===== src/rtl/chacha_sequencer_if.sv =====
// ---------------------------------------------------------------------------
// chacha_sequencer_if
// Groups the signals between the ChaCha20 sequencer, the host byte-serial
// strobes and the quarter-round core.
//   host -> seq : wr_key, wr_nnc, wr_ctr, rd_blk
//   seq -> host : blk_ready, busy
//   seq -> core : ld_en, ld_addr, rd_addr, init, qr_start, qr_diag,
//                 ff_start, ctr_inc
//   core -> seq : qr_done, ff_done
// Optional macro CHACHA_WATCHDOG_EN adds err (seq -> host).
// Modports: slave = the sequencer, master = its environment.
// ---------------------------------------------------------------------------
interface chacha_sequencer_if;
  logic       wr_key;
  logic       wr_nnc;
  logic       wr_ctr;
  logic       rd_blk;
  logic       blk_ready;
  logic       ld_en;
  logic [5:0] ld_addr;
  logic [5:0] rd_addr;
  logic       init;
  logic       qr_start;
  logic       qr_diag;
  logic       qr_done;
  logic       ff_start;
  logic       ff_done;
  logic       ctr_inc;
  logic       busy;
`ifdef CHACHA_WATCHDOG_EN
  logic       err;

  modport slave (
    input  wr_key, wr_nnc, wr_ctr, rd_blk, qr_done, ff_done,
    output blk_ready, ld_en, ld_addr, rd_addr, init, qr_start, qr_diag,
           ff_start, ctr_inc, busy, err
  );
  modport master (
    output wr_key, wr_nnc, wr_ctr, rd_blk, qr_done, ff_done,
    input  blk_ready, ld_en, ld_addr, rd_addr, init, qr_start, qr_diag,
           ff_start, ctr_inc, busy, err
  );
`else
  modport slave (
    input  wr_key, wr_nnc, wr_ctr, rd_blk, qr_done, ff_done,
    output blk_ready, ld_en, ld_addr, rd_addr, init, qr_start, qr_diag,
           ff_start, ctr_inc, busy
  );
  modport master (
    output wr_key, wr_nnc, wr_ctr, rd_blk, qr_done, ff_done,
    input  blk_ready, ld_en, ld_addr, rd_addr, init, qr_start, qr_diag,
           ff_start, ctr_inc, busy
  );
`endif
endinterface


===== src/rtl/chacha_sequencer.sv =====
// ---------------------------------------------------------------------------
// chacha_sequencer
// Control FSM for the ChaCha20 block core: turns host load strobes into
// state-byte write addresses, schedules the 2*DOUBLE_ROUNDS half-rounds
// (column/diagonal alternating), the feed-forward add and the block
// counter increment, and owns blk_ready / rd_addr for block readout.
// Ports:
//   clk  - clock
//   rst  - synchronous reset, active-high
//   bus  - chacha_sequencer_if.slave (host strobes, core handshakes)
// Optional feature: define CHACHA_WATCHDOG_EN to add bus.err and a
// TIMEOUT_CYCLES watchdog on every qr_done / ff_done handshake.
// ---------------------------------------------------------------------------
module chacha_sequencer #(
  parameter int DOUBLE_ROUNDS = 10
`ifdef CHACHA_WATCHDOG_EN
  , parameter int TIMEOUT_CYCLES = 255
`endif
) (
  input  logic               clk,
  input  logic               rst,
  chacha_sequencer_if.slave  bus
);

  localparam int            CW      = $clog2(2 * DOUBLE_ROUNDS + 1);
  localparam logic [CW-1:0] LAST_HR = CW'(2 * DOUBLE_ROUNDS - 1);
`ifdef CHACHA_WATCHDOG_EN
  localparam logic [7:0]    WD_LAST = 8'(TIMEOUT_CYCLES - 1);
`endif

  typedef enum logic [2:0] {
    S_IDLE = 3'd0, S_INIT = 3'd1, S_ROUND = 3'd2, S_FEEDFWD = 3'd3, S_READY = 3'd4
  } state_e;

  typedef enum logic [1:0] {R_KEY = 2'd0, R_NNC = 2'd1, R_CTR = 2'd2} rgn_e;

  state_e        state_q, state_d;
  logic          win_q, win_d;
  rgn_e          rgn_q, rgn_d;
  logic [5:0]    off_q, off_d;
  logic          key_v_q, key_v_d, nnc_v_q, nnc_v_d, ctr_v_q, ctr_v_d;
  logic [CW-1:0] hr_q, hr_d;
  logic          wait_q, wait_d;
  logic [5:0]    rd_addr_q, rd_addr_d;
  logic          ctr_inc_q, ctr_inc_d;
`ifdef CHACHA_WATCHDOG_EN
  logic [7:0]    wd_q, wd_d;
  logic          err_q, err_d;
`endif

  logic          win_start_s, win_end_s, in_win_s, bound_s, done_s;
  rgn_e          cur_rgn_s;
  logic [5:0]    cur_off_s, base_s, len_s;

  // State register bank
  always_ff @(posedge clk) begin
    if (rst) begin
      state_q   <= S_IDLE;
      win_q     <= 1'b0;
      rgn_q     <= R_KEY;
      off_q     <= 6'd0;
      key_v_q   <= 1'b0;
      nnc_v_q   <= 1'b0;
      ctr_v_q   <= 1'b0;
      hr_q      <= '0;
      wait_q    <= 1'b0;
      rd_addr_q <= 6'd0;
      ctr_inc_q <= 1'b0;
`ifdef CHACHA_WATCHDOG_EN
      wd_q      <= 8'd0;
      err_q     <= 1'b0;
`endif
    end else begin
      state_q   <= state_d;
      win_q     <= win_d;
      rgn_q     <= rgn_d;
      off_q     <= off_d;
      key_v_q   <= key_v_d;
      nnc_v_q   <= nnc_v_d;
      ctr_v_q   <= ctr_v_d;
      hr_q      <= hr_d;
      wait_q    <= wait_d;
      rd_addr_q <= rd_addr_d;
      ctr_inc_q <= ctr_inc_d;
`ifdef CHACHA_WATCHDOG_EN
      wd_q      <= wd_d;
      err_q     <= err_d;
`endif
    end
  end

  // Load-window decode: which region is being written and at what offset.
  // A window can only open while no other is open, in IDLE or READY.
  always_comb begin
    win_start_s = !win_q && (bus.wr_key || bus.wr_nnc || bus.wr_ctr) &&
                  (state_q == S_IDLE || state_q == S_READY);
    if (win_start_s) begin
      if (bus.wr_key)      cur_rgn_s = R_KEY;
      else if (bus.wr_nnc) cur_rgn_s = R_NNC;
      else                 cur_rgn_s = R_CTR;
      cur_off_s = 6'd0;
    end else begin
      cur_rgn_s = rgn_q;
      cur_off_s = off_q;
    end
    case (cur_rgn_s)
      R_KEY:   begin base_s = 6'd16; len_s = 6'd32; bound_s = bus.wr_key; end
      R_NNC:   begin base_s = 6'd52; len_s = 6'd12; bound_s = bus.wr_nnc; end
      R_CTR:   begin base_s = 6'd48; len_s = 6'd4;  bound_s = bus.wr_ctr; end
      default: begin base_s = 6'd0;  len_s = 6'd0;  bound_s = 1'b0;       end
    endcase
    in_win_s  = win_start_s || (win_q && bound_s);
    win_end_s = win_q && !bound_s;
    done_s    = (state_q == S_ROUND) ? bus.qr_done : bus.ff_done;
  end

  // Next-state and sequencing datapath
  always_comb begin
    state_d   = state_q;
    win_d     = win_q;
    rgn_d     = rgn_q;
    off_d     = off_q;
    key_v_d   = key_v_q;
    nnc_v_d   = nnc_v_q;
    ctr_v_d   = ctr_v_q;
    hr_d      = hr_q;
    wait_d    = wait_q;
    rd_addr_d = rd_addr_q;
    ctr_inc_d = 1'b0;
`ifdef CHACHA_WATCHDOG_EN
    wd_d      = wd_q;
    err_d     = err_q;
`endif

    // Window bookkeeping; a region's flag is only trusted after a full-length window
    if (win_start_s) begin
      win_d = 1'b1;
      rgn_d = cur_rgn_s;
      off_d = 6'd1;
      case (cur_rgn_s)
        R_KEY:   key_v_d = 1'b0;
        R_NNC:   nnc_v_d = 1'b0;
        R_CTR:   ctr_v_d = 1'b0;
        default: key_v_d = key_v_q;
      endcase
    end else if (win_end_s) begin
      win_d = 1'b0;
      if (off_q == len_s) begin
        case (rgn_q)
          R_KEY:   key_v_d = 1'b1;
          R_NNC:   nnc_v_d = 1'b1;
          R_CTR:   ctr_v_d = 1'b1;
          default: key_v_d = key_v_q;
        endcase
`ifdef CHACHA_WATCHDOG_EN
        if (rgn_q == R_KEY) err_d = 1'b0;
        else                err_d = err_q;
`endif
      end else begin
        off_d = off_q;
      end
    end else if (in_win_s) begin
      if (off_q < len_s) off_d = off_q + 6'd1;
      else               off_d = off_q;
    end else begin
      win_d = win_q;
    end

    case (state_q)
      S_IDLE: begin
        if (!in_win_s && key_v_q && nnc_v_q && ctr_v_q) state_d = S_INIT;
        else                                           state_d = S_IDLE;
      end
      S_INIT: begin
        hr_d    = '0;
        wait_d  = 1'b0;
        state_d = S_ROUND;
      end
      S_ROUND: begin
        // qr_done is only looked at after the start pulse has gone out
        if (!wait_q) begin
          wait_d = 1'b1;
        end else if (bus.qr_done) begin
          wait_d = 1'b0;
          hr_d   = hr_q + CW'(1);
          if (hr_q == LAST_HR) state_d = S_FEEDFWD;
          else                 state_d = S_ROUND;
        end else begin
          wait_d = 1'b1;
        end
      end
      S_FEEDFWD: begin
        if (!wait_q) begin
          wait_d = 1'b1;
        end else if (bus.ff_done) begin
          wait_d  = 1'b0;
          state_d = S_READY;
        end else begin
          wait_d = 1'b1;
        end
      end
      S_READY: begin
        // A new load window beats a same-cycle read
        if (win_start_s) begin
          rd_addr_d = 6'd0;
          state_d   = S_IDLE;
        end else if (bus.rd_blk) begin
          rd_addr_d = rd_addr_q + 6'd1;
          if (rd_addr_q == 6'd63) begin
            ctr_inc_d = 1'b1;
            state_d   = S_INIT;
          end else begin
            state_d = S_READY;
          end
        end else begin
          rd_addr_d = rd_addr_q;
        end
      end
      default: state_d = S_IDLE;
    endcase

`ifdef CHACHA_WATCHDOG_EN
    // Watchdog: counts wait cycles after each start pulse; expiry aborts to IDLE
    if ((state_q == S_ROUND || state_q == S_FEEDFWD) && wait_q && !done_s) begin
      if (wd_q == WD_LAST) begin
        state_d = S_IDLE;
        wait_d  = 1'b0;
        err_d   = 1'b1;
        key_v_d = 1'b0;
        nnc_v_d = 1'b0;
        ctr_v_d = 1'b0;
        wd_d    = 8'd0;
      end else begin
        wd_d = wd_q + 8'd1;
      end
    end else begin
      wd_d = 8'd0;
    end
`endif
  end

  // Output decode
  always_comb begin
    bus.blk_ready = (state_q == S_READY) && !win_start_s;
    bus.ld_en     = in_win_s && (cur_off_s < len_s);
    bus.ld_addr   = bus.ld_en ? (base_s + cur_off_s) : 6'd0;
    bus.rd_addr   = rd_addr_q;
    bus.init      = (state_q == S_INIT);
    bus.qr_start  = (state_q == S_ROUND) && !wait_q;
    bus.qr_diag   = bus.qr_start ? hr_q[0] : 1'b0;
    bus.ff_start  = (state_q == S_FEEDFWD) && !wait_q;
    bus.ctr_inc   = ctr_inc_q;
    bus.busy      = (state_q == S_INIT) || (state_q == S_ROUND) || (state_q == S_FEEDFWD);
`ifdef CHACHA_WATCHDOG_EN
    bus.err       = err_q;
`endif
  end

endmodule

===== src/flat_wrapper.sv =====
// flat-port wrapper written by rule: the top's interface ports become plain ports
module chacha_sequencer_flat 
#(
  parameter int DOUBLE_ROUNDS = 10

)
  (clk, rst, bus_wr_key, bus_wr_nnc, bus_wr_ctr, bus_rd_blk, bus_qr_done, bus_ff_done, bus_blk_ready, bus_ld_en, bus_ld_addr, bus_rd_addr, bus_init, bus_qr_start, bus_qr_diag, bus_ff_start, bus_ctr_inc, bus_busy);
  chacha_sequencer_if bus_i ();
  input  logic clk;
  input  logic rst;
  input wire logic [$bits(bus_i.wr_key)-1:0] bus_wr_key;
  input wire logic [$bits(bus_i.wr_nnc)-1:0] bus_wr_nnc;
  input wire logic [$bits(bus_i.wr_ctr)-1:0] bus_wr_ctr;
  input wire logic [$bits(bus_i.rd_blk)-1:0] bus_rd_blk;
  input wire logic [$bits(bus_i.qr_done)-1:0] bus_qr_done;
  input wire logic [$bits(bus_i.ff_done)-1:0] bus_ff_done;
  output wire logic [$bits(bus_i.blk_ready)-1:0] bus_blk_ready;
  output wire logic [$bits(bus_i.ld_en)-1:0] bus_ld_en;
  output wire logic [$bits(bus_i.ld_addr)-1:0] bus_ld_addr;
  output wire logic [$bits(bus_i.rd_addr)-1:0] bus_rd_addr;
  output wire logic [$bits(bus_i.init)-1:0] bus_init;
  output wire logic [$bits(bus_i.qr_start)-1:0] bus_qr_start;
  output wire logic [$bits(bus_i.qr_diag)-1:0] bus_qr_diag;
  output wire logic [$bits(bus_i.ff_start)-1:0] bus_ff_start;
  output wire logic [$bits(bus_i.ctr_inc)-1:0] bus_ctr_inc;
  output wire logic [$bits(bus_i.busy)-1:0] bus_busy;
  assign bus_i.wr_key = bus_wr_key;
  assign bus_i.wr_nnc = bus_wr_nnc;
  assign bus_i.wr_ctr = bus_wr_ctr;
  assign bus_i.rd_blk = bus_rd_blk;
  assign bus_i.qr_done = bus_qr_done;
  assign bus_i.ff_done = bus_ff_done;
  assign bus_blk_ready = bus_i.blk_ready;
  assign bus_ld_en = bus_i.ld_en;
  assign bus_ld_addr = bus_i.ld_addr;
  assign bus_rd_addr = bus_i.rd_addr;
  assign bus_init = bus_i.init;
  assign bus_qr_start = bus_i.qr_start;
  assign bus_qr_diag = bus_i.qr_diag;
  assign bus_ff_start = bus_i.ff_start;
  assign bus_ctr_inc = bus_i.ctr_inc;
  assign bus_busy = bus_i.busy;
  chacha_sequencer #(.DOUBLE_ROUNDS(DOUBLE_ROUNDS)) u_core (.clk(clk), .rst(rst), .bus(bus_i));
endmodule

===== config.mk =====
export PLATFORM = sky130hd
export DESIGN_NAME = chacha_sequencer_flat
export DESIGN_NICKNAME = d
export VERILOG_FILES = /design/src/rtl/chacha_sequencer_if.sv /design/src/rtl/chacha_sequencer.sv /design/src/flat_wrapper.sv
export SDC_FILE = /design/constraint.sdc
export NUM_CORES = 1
export LEC_CHECK = 0
export CAP_MARGIN = 5
export CORE_MARGIN = 5
export CORE_UTILIZATION = 30
export CTS_CLUSTER_DIAMETER = 80
export DETAILED_ROUTE_END_ITERATION = 8
export PLACE_DENSITY_LB_ADDON = 0.12
export SYNTH_ARGS = -nofsm -noshare
export SYNTH_HDL_FRONTEND = slang
export SYNTH_SLANG_ARGS = --single-unit
export TNS_END_PERCENT = 30

===== constraint.sdc =====
create_clock -name clk -period 10 [get_ports clk]
set_input_delay 2.5 -clock clk [delete_from_list [all_inputs] [get_ports clk]]
set_output_delay 2.5 -clock clk [all_outputs]
set_load 0.01 [all_outputs]

==> impl_metrics.toml <==
[global_routing]
grt.total_usage_pct = 11.6
grt_busiest_layer = "met2"
grt.met1_usage_pct = 16.6
grt_max_degree = 17
grt_pass1_vias = 1549
antenna_found_initial = 0
grt-ovfl-total = 0
grt_pass1_wl_mm = 7.27
met3_usage_pct = 2.33
use_met2_pct = 18.0

[clock_tree]
path_clk_slew_ps = 90
cts_buffers = 3
cts_sinks = 28
root_buffer = "clkbuf_8"
insertion_delay_ps = 280
post_cts_buffers = 0
cts_hold_buf = 0
clock_path_buffers = 2
tritoncts = "yes"
ctsHtreeMaxLevel = 1
cts-resized-gates = 0

[worst_setup_path]
endpoint_kind = "primary output"
cp-start-kind = "input pin"
crit_fanout = 11
worstPathArrival_ps = 6200
required_ps = 7500
path_class = "in2out"
reg2reg_depth = 12

[power]
power_frac_comb_pct = 28.2
switching_share_pct = 29.4
power.share.sequential_pct = 41.0
internal_power_mw = 0.205
totalPowerFinal_mw = 0.290
p_sw_mw = 0.0853
power.leakage_nw = 0.882
power.density_nw_per_um2 = 129
peakVddDrop_v = 0.0000568
pwr-share-clk_pct = 30.7

[cells_and_area]
layout-drive-gt1-share_pct = 7.02
final_cells = 317
synthToLayoutAreaGrowth_pct = 22.4
fin_nets = 269
nFillCells = 612
n_antenna_cell = 0

[sta]
period_share_pct = 87.0
period_needed_ps = 8700
max-slew-margin-rel_pct = 57.3
fmax_mhz = 115
setup_viol = 0
worstMarginPinSlew_ps = 639
finalClockSkew_ps = 11.2
whs_ps = 498
maxSlewViolCount = 0
hold_viol_final = 0
finalSetupTns_ps = 0
rsz0062_at_grt = "no"

[drt]
drt_iter0_drc = 113
drtAntennaViolNets = 0
wl_mm = 4.23
dr.pass1.iters = 4
drcViolationCount = 0
num_vias = 1552
avgRoutedWirePerCell_um = 13.3
avgViaCountPerCell = 4.90

[placement]
gp_congestion = 0.746
place_inst = 313
place_hpwl_mm = 3.29
io_buffer_count = 27

[floorplan]
io_pins = 28
die_height_um = 88.4
die_w_um = 88.4
num_rows = 28
core_region_area_sq_um = 5960
initial_core_util_pct = 30.9
die_area_sq_um = 7810

[synth]
ys.flop_type = "dfxtp_1"
synth_edf_count = 0
ys_ff_latch = 28
synth_area_leaders = "dfxtp_1 (30%), ha_1 (12%), nor2_1 (6.1%), nand2_1 (3.9%), xnor2_1 (3.3%)"
syn_area_sq_um = 1840
yosys.area.top_type_share_pct = 30.4
synth_nets = 241
synth.avg_cell_area_sq_um = 8.57
async_flop_share_pct = 0
yosysSeqAreaShare_pct = 30.4
netlist-cell-type-count = 53
synth_top_area_cell = "dfxtp_1"
ys_warn_count = 0
synthTopCellsByCount = "nor2_1 (30), dfxtp_1 (28), nand2_1 (19), ha_1 (18), inv_1 (15)"
yosysMostFrequentCell = "nor2_1"
synth_cells = 215

[run]
cap_viol_max_count = 0

[min_path]
min_path_cells = 2
hp-class = "reg2reg"

[run_status]
status = "finished clean"
[power by group through the flow]
stage          registers, mW  clock network [mW]  logic [mW]
2_1_floorplan          0.121                   0      0.0565
3_5_place_dp           0.122                   0      0.0823
5_1_grt                0.120              0.0969      0.0911
3_3_place_gp           0.122                   0      0.0828
4_1_cts                0.119              0.0923      0.0827
6_report               0.119              0.0891      0.0818
[cell families after synthesis]
| kind of cell | share of synthesized area [%] |
|---|---|
| xor gates and xnor gates | 5.70 |
| DFF | 30.4 |
| muxes | 1.63 |
| buffers and inverters | 4.28 |
| adders and majority gates | 12.2 |
| AOI/OAI and AO/OA | 16.3 |
| and+or+nand+nor | 29.5 |
[per-layer routing]
metal	up-vias	share of wire (%)
met5	-	0
met4	0	0.92
met3	2	3.7
met2	21	44
met1	717	51
li1	812	-
[final timing paths]
path / start / end / slack, ps
worst max register to register: u_core.state_q[0] / u_core.off_q[5] / 6690
worst min register to register: u_core.nnc_v_q / u_core.nnc_v_q / 500
worst min-delay path: u_core.nnc_v_q / u_core.nnc_v_q / 500
worst max-delay path: bus_wr_nnc / bus_ld_addr[5] / 1300
[metrics by stage]
stage | setup slack (ps) | utilization [%] | area (sq um)
floorplan | 2430 | - | 1840
global placement | 1350 | 36.7 | 2180
detailed placement | 1300 | 36.7 | 2180
CTS | 1270 | 37.9 | 2260
global route | 993 | 37.9 | 2260
finish | 1300 | 37.9 | 2260
[placed cells by master, fill, tap and decap left out, types with 5 or more instances in the layout]
| cell type | count |
|---|---|
| nand2_1 | 19 |
| xor2_1 | 5 |
| ha_1 | 18 |
| inv_1 | 15 |
| dfxtp_1 | 28 |
| and2_1 | 8 |
| xnor2_1 | 7 |
| nor2_1 | 30 |
| clkdlybuf4s50_1 | 27 |
| a21oi_1 | 11 |
[sequential cells by signal, indices dropped and copies added, names as in the netlist]
register and flops:
u_core.rgn_q 2, u_core.wait_q 1, u_core.hr_q 5, u_core.off_q 6
u_core.bus.ctr_inc 1, u_core.state_q 3, u_core.nnc_v_q 1, u_core.bus.rd_addr 6
u_core.ctr_v_q 1, u_core.key_v_q 1, u_core.win_q 1
[worst max-delay path: stages]
cell and delay (ps):
clkdlybuf4s50_1 460, or3_1 520, and2_4 260, a21oi_1 400, ha_1 290, inv_1 80
ha_1 290, a21oi_1 190, o21ai_2 100, a211oi_4 360, a21boi_1 200, clkdlybuf4s50_1 540
[layout make-up]
class / count / area (sq um) / share of cell area (%)
multi-input cells: 168 / 1200 / 53.4
inverters: 15 / 56.3 / 2.50
clock buffers: 3 / 41.3 / 1.83
flip-flops and latches: 28 / 561 / 24.8
clock inverters: 1 / 30.0 / 1.33
repair buffers: 27 / 270 / 12.0
well taps: 75 / 93.8 / 4.16
No activity file was read; power rests on OpenSTA's default activity.
